<file path="src/rtl/fp_mult_arbiter.sv">
// Shared signed fixed-point multiplier with round-robin arbitration among
// NUM_REQ requesters. Two registered stages (operands, result); each product
// is returned tagged with the index of the requester that issued it.
module fp_mult_arbiter #(
  parameter int DATA_WIDTH      = 32,
  parameter int FRACTIONAL_BITS = 24,
  parameter int INTEGER_BITS    = DATA_WIDTH - FRACTIONAL_BITS,
  parameter int NUM_REQ         = 4,
  parameter int ID_W            = $clog2(NUM_REQ)
) (
  input  logic                          Clk,
  input  logic                          Reset_n,
  input  logic [NUM_REQ-1:0]            req_valid,
  input  logic [NUM_REQ*DATA_WIDTH-1:0] req_a,
  input  logic [NUM_REQ*DATA_WIDTH-1:0] req_b,
  output logic [NUM_REQ-1:0]            req_ready,
  output logic                          rsp_valid,
  input  logic                          rsp_ready,
  output logic [DATA_WIDTH-1:0]         rsp_data,
  output logic [ID_W-1:0]               rsp_id,
  output logic                          rsp_ovf
);

  // S1: operand register
  logic                  v1;
  logic [DATA_WIDTH-1:0] a1, b1;
  logic [ID_W-1:0]       id1;

  // S2: result register
  logic                  v2;
  logic [DATA_WIDTH-1:0] data2;
  logic                  ovf2;
  logic [ID_W-1:0]       id2;

  // Round-robin priority pointer
  logic [ID_W-1:0]       ptr;

  logic                  adv1, adv2;
  logic                  found, grant;
  logic [ID_W-1:0]       gnt_id, ptr_nxt, idx;
  logic [NUM_REQ-1:0]    gnt_oh;
  logic [DATA_WIDTH-1:0] sel_a, sel_b;

  logic [2*DATA_WIDTH-1:0]            prod;
  logic [DATA_WIDTH+INTEGER_BITS-1:0] shifted;
  logic [INTEGER_BITS:0]              top;
  logic [DATA_WIDTH-1:0]              mul_data;
  logic                               mul_ovf;
  logic                               unused_frac;

  assign adv2 = !v2 || rsp_ready;
  assign adv1 = !v1 || adv2;

  // Pick the first valid requester at or after ptr (with wrap) and mux its operands
  always_comb begin
    found   = 1'b0;
    gnt_id  = '0;
    ptr_nxt = ptr;
    gnt_oh  = '0;
    idx     = '0;
    sel_a   = '0;
    sel_b   = '0;
    for (int unsigned k = 0; k < NUM_REQ; k++) begin
      idx = ID_W'((32'(ptr) + k) % NUM_REQ);
      if (!found && req_valid[idx]) begin
        found       = 1'b1;
        gnt_id      = idx;
        gnt_oh[idx] = 1'b1;
        ptr_nxt     = ID_W'((32'(idx) + 1) % NUM_REQ);
      end
    end
    for (int unsigned i = 0; i < NUM_REQ; i++) begin
      if (gnt_oh[i]) begin
        sel_a = req_a[i*DATA_WIDTH +: DATA_WIDTH];
        sel_b = req_b[i*DATA_WIDTH +: DATA_WIDTH];
      end
    end
    grant     = found && adv1 && Reset_n;
    req_ready = grant ? gnt_oh : '0;
  end

  // Full-width signed product, arithmetic shift by the fraction, wrap to DATA_WIDTH
  always_comb begin
    // Sign-extending to full width makes the unsigned modular product equal the signed one
    prod        = {{DATA_WIDTH{a1[DATA_WIDTH-1]}}, a1} * {{DATA_WIDTH{b1[DATA_WIDTH-1]}}, b1};
    // Dropping the low fraction bits of the product is the floor (arithmetic) shift
    shifted     = prod[2*DATA_WIDTH-1:FRACTIONAL_BITS];
    top         = shifted[DATA_WIDTH+INTEGER_BITS-1:DATA_WIDTH-1];
    mul_data    = shifted[DATA_WIDTH-1:0];
    mul_ovf     = !((&top) || !(|top));
    unused_frac = ^prod[FRACTIONAL_BITS-1:0];
  end

  // Pipeline advance: S2 takes S1 when free or drained, S1 takes the granted pair
  always_ff @(posedge Clk) begin
    if (!Reset_n) begin
      v1    <= 1'b0;
      a1    <= '0;
      b1    <= '0;
      id1   <= '0;
      v2    <= 1'b0;
      data2 <= '0;
      ovf2  <= 1'b0;
      id2   <= '0;
      ptr   <= '0;
    end else begin
      if (adv2) begin
        v2    <= v1;
        data2 <= mul_data;
        ovf2  <= mul_ovf;
        id2   <= id1;
      end
      if (adv1) begin
        v1 <= grant;
        if (grant) begin
          a1  <= sel_a;
          b1  <= sel_b;
          id1 <= gnt_id;
          ptr <= ptr_nxt;
        end
      end
    end
  end

  assign rsp_valid = v2;
  assign rsp_data  = data2;
  assign rsp_id    = id2;
  assign rsp_ovf   = ovf2;

endmodule

</file>
<file path="config.mk">
export PLATFORM = sky130hd
export DESIGN_NAME = fp_mult_arbiter
export DESIGN_NICKNAME = d
export VERILOG_FILES = /design/src/rtl/fp_mult_arbiter.sv
export SDC_FILE = /design/constraint.sdc
export NUM_CORES = 2
export LEC_CHECK = 0
export BUFFER_PORTS_ARGS = -buffer_cell sky130_fd_sc_hd__buf_2
export CAP_MARGIN = 20
export CELL_PAD_IN_SITES_DETAIL_PLACEMENT = 2
export CELL_PAD_IN_SITES_GLOBAL_PLACEMENT = 2
export CORE_MARGIN = 8
export CORE_UTILIZATION = 44
export DETAILED_ROUTE_END_ITERATION = 12
export GPL_ROUTABILITY_DRIVEN = 1
export PLACE_DENSITY = 0.95
export SYNTH_ARGS = -nofsm -noshare
export SYNTH_HDL_FRONTEND = slang
export SYNTH_SLANG_ARGS = --single-unit
</file>
<file path="constraint.sdc">
create_clock -name Clk -period 19.67 [get_ports Clk]
set_clock_uncertainty 0.1 [all_clocks]
set_input_delay 5.901 -clock Clk [delete_from_list [all_inputs] [get_ports Clk]]
set_output_delay 5.901 -clock Clk [all_outputs]
set_load 0.03 [all_outputs]
</file>
* Word level (Yosys, flattened, before mapping)
Index checks and enable logic that the tools add are counted.
Operators by class: reduce and logical (&&, ||, !) cells 24, muxes and demuxes 41, bitwise operators 3, $add $sub $neg 6, order comparisons 8, multipliers 1
Operators by type and width (number):
- 32-bit 2-to-1 mux | 8
- 32-bit by 32-bit multiplier with 64-bit output | 1
- 4-bit 2-to-1 mux | 5
- 2-bit 2-to-1 mux | 8
- 2-bit by 3-bit less-than comparator with 1-bit output, second input constant | 4
- 1-bit 2-to-1 mux | 12
- 4-bit OR | 3
- 1-bit logical AND | 9
- 9-bit AND reduction | 1
- 9-bit OR reduction | 1
- 2-bit by 1-bit adder with 2-bit output, second input constant | 4
- 1-bit binary-select mux with 2-bit select | 4
- 1-bit demux with 2-bit select | 4
- 2-bit by 1-bit >= comparator with 1-bit output, second input constant | 4
- 1-bit logical NOT | 7
- 2-bit adder, second input constant | 2
- 4-bit nonzero test | 1
- 1-bit logical OR | 3
- 3-bit AND reduction | 1
- 2-bit AND reduction | 1
Word-level totals: input bits 263, flip-flop bits (word level) 105, output and inout bits 40, logic and storage cells 92

* Longest topological paths before layout
depth after elaboration 16, depth in mapped cells 30

* Worst setup path before layout
No wires, ideal clock.
path kind input-to-output, start point input req_valid[2], end point output req_ready[3], setup slack 5.825 ns, arrival time 7.844 ns, stages on the path 8, buffers on the path 3, cells stage by stage mux4_2 > nor3_1 > and2_1 > buf_6 > a221o_1 > buf_2 > buf_2 > and2_1
On the way: cells in the longest elaborated chain, start to end 15, elaborated cells between the ends (all ways) 28, those cells by class 17 x mux; 3 x bitwise; 8 x reduce/logical
RTL lines:
- start: declaration | line 13 | input logic [NUM_REQ-1:0] req_valid,
- 1-bit binary-select mux with 2-bit select | line 65 | if (!found && req_valid[idx]) begin
- 1-bit 2-to-1 mux (implied by the code) | line 65
- 1-bit 2-to-1 mux | line 65
- 1-bit logical NOT | line 65
- 1-bit logical AND | line 65
- 1-bit 2-to-1 mux | line 65
- 1-bit logical NOT | line 65
- 1-bit logical AND | line 65
- 1-bit 2-to-1 mux | line 65
- 1-bit logical NOT | line 65
- 1-bit logical AND | line 65
- 1-bit 2-to-1 mux | line 65
- 1-bit logical AND (2 in a row) | line 78 | grant = found && adv1 && Reset_n;
- 4-bit 2-to-1 mux * | line 79 | req_ready = grant ? gnt_oh : '0;
- end: declaration | line 16 | output logic [NUM_REQ-1:0] req_ready,
Mark *: on every way between the ends. The rest lies on a longest branch, timed or not. The select of a mux whose other input is x is not followed.

* Final worst setup path
start point input req_valid[3], end point output req_ready[3]
Same word-level chain as after synthesis.

==> results.yml <==
outcome:
  status: "finished clean"
synth:
  syn_area_per_cell_um2: 9.15
  synth_simple_gate_area_share_pct: 17.0
  async_reset_ff_share_pct: 0
  syn_inst: 4651
  syn_nets: 6180
  synth_seq_cells: 105
  synth_top_family_by_area: "adder cells"
  synthAdderAreaFrac_pct: 56.3
  synth_xor_area_share_pct: 1.16
  synth_flop_cell: "dfxtp_1"
  syn_area_um2: 42500
  synth_edf_count: 0
  synth_compound_area_share_pct: 8.37
  muxShareOfSynthArea_pct: 0.262
  ys_warn_count: 0
  seq_area_frac_synth_pct: 4.94
  synthDistinctLibCells: 78
layout:
  fin_util_pct: 47.1
  fillers: 10100
  layout.cell_area.non_filler_um2: 45400
  final_common_cell: "fa_1"
  areaGrowthSynthToFinish_pct: 6.65
  seq_area_um2: 2120
  drive_gt1_share_pct: 11.5
  most-common-layout-cells: "fa_1 (1081), inv_1 (1019), nand2_1 (594), and2_1 (515), buf_2 (302)"
  nNetsFinal: 6273
  multi_input_area_um2: 35400
worst_setup_path:
  path_cells: "buf_2, mux4_2, nor3_1, and2_1, a221o_4, and2_1, buf_2"
  crit_type: "in2out"
  crit_slowest_cell: "a221o_4"
  end_kind: "primary output"
  cp_max_fo: 60
  cp.required_ns: 13.67
  start_kind: "input port"
  cpPeakStageDelay_ns: 0.79
  cp.arrival_ns: 8.83
clock_tree:
  h-tree-depth: 3
  cts_buffers: 9
  max-clock-path-buffers: 2
  clkTransAtPathRegs_ns: 0.10
  cts_setup_buffers: 0
  cts-root-buf: "clkbuf_16"
  clkLatencyLatePin_ns: 0.39
  cts_tree: "done"
  clkSinkCount: 105
  hold_buffers: 0
  cts_resized: 0
grt:
  grt_max_degree: 109
  antenna_found_initial: 43
  gr-total-overflow: 0
  grt_pass1_vias: 49800
  gr-usage-all-layers_pct: 52.9
  grt_pass1_wl_um: 395000
timing:
  max_freq_ghz: 0.0674
  fin_crit_ns: 14.84
  worst_slew_pin_slew_ns: 1.47
  period_share_pct: 75.4
  setup_viol: 0
  slew_headroom_pct: 2.02
  rsz0062_at_grt: "false"
  hold_violations: 0
  whs_ns: 0.394
  slew_violations: 0
  tns_ns: 0
detailed_routing:
  drc: 0
  first_pass_iters: 13
  wire_per_inst_um: 47.1
  drt_wl_total_um: 285000
  vias: 42600
  ant_nets: 0
  drt_iter0_drc: 6169
  routed_via_density: 7.02
placed_design:
  hpwl_um: 185000
  gp_congestion: 0.951
  dpl-instance-area_um2: 44900
  portBuffers: 302
hold_path:
  hold_path_class: "reg2reg"
floorplan:
  core_um2: 96300
  die-area_um2: 107000
  chipHeight_um: 327
  io_pins: 303
  die_w_um: 327
  rows: 114
  start_util_pct: 44.2
flow_run:
  drv_cap: 0
## final timing paths
path,start,to,slack [ns],cells past startpoint
worst max-delay path,req_valid[3],req_ready[3],4.83,7
worst min-delay path,rsp_data[13],rsp_data[13],0.39,2
worst max register to register,b1[8],rsp_ovf,6.62,26
worst min register to register,rsp_data[13],rsp_data[13],0.39,2
## routing by layer
layer  global-route usage, %  wire [µm]  vias to the layer above  share of wire (%)
li1                        -          -                    14000                  -
met1                    46.8      78400                    21000                 27
met2                    79.0     124000                     4791                 43
met3                    30.5      39900                     2705                 14
met4                    56.2      41500                       66                 15
met5                    16.8       1840                        -               0.64
## critical path: cells and delay by family
family          cells  cell delay [ns]
simple gates        3             1.08
compound gates      1             0.79
mux                 1             0.68
buf+inv             2             0.33
## per-stage QoR
stage               instances  setup slack (ns)
global placement         6006              5.04
detailed placement       6006              4.94
floorplan                4651              5.82
global route             6040              4.73
CTS                      6022              4.90
finish                   6060              4.83
## logic make-up (layout without fill, tap and decap cells)
group	count (synthesis)	in the layout
and+or+nand+nor	1406	1406
buffers and inverters	1304	1402
adders and majority gates	1266	1266
AOI/OAI and AO/OA	509	509
DFF	105	105
xor gates and xnor gates	55	55
muxes	6	6
other	0	35
## layout make-up
cell class	instances	share of cell area, %
diodes	35	0.193
clock buffers	10	0.505
clock inverters	6	0.135
inverters	1020	8.44
multi-input cells	3242	78.1
flip-flops and latches	105	4.67
well taps	1276	3.52
repair buffers	366	4.47
## sequential cells by signal (all words and copies together), names as in the netlist
signal,flops
v1,1
rsp_ovf,1
ptr,2
a1,32
rsp_valid,1
b1,32
rsp_data,32
rsp_id,2
id1,2
## Yosys cell counts (all sizes together), types with 21 or more instances
| cell | count | share of area, % |
|---|---|---|
| a21oi | 193 | 2.3 |
| a221oi | 66 | 2.3 |
| and2 | 515 | 7.6 |
| buf | 49 | 0.85 |
| clkbuf | 235 | 2.1 |
| dfxtp | 105 | 4.9 |
| fa | 1081 | 51 |
| ha | 185 | 5.4 |
| inv | 1020 | 9.0 |
| nand2 | 594 | 5.2 |
| nor2 | 136 | 1.2 |
| nor3 | 76 | 1.6 |
| o21ai | 132 | 1.6 |
| xnor2 | 33 | 0.68 |
| xor2 | 21 | 0.43 |
Power is not shown: default switching activity piles up to over one toggle a cycle in this logic, so the estimate is an artifact.
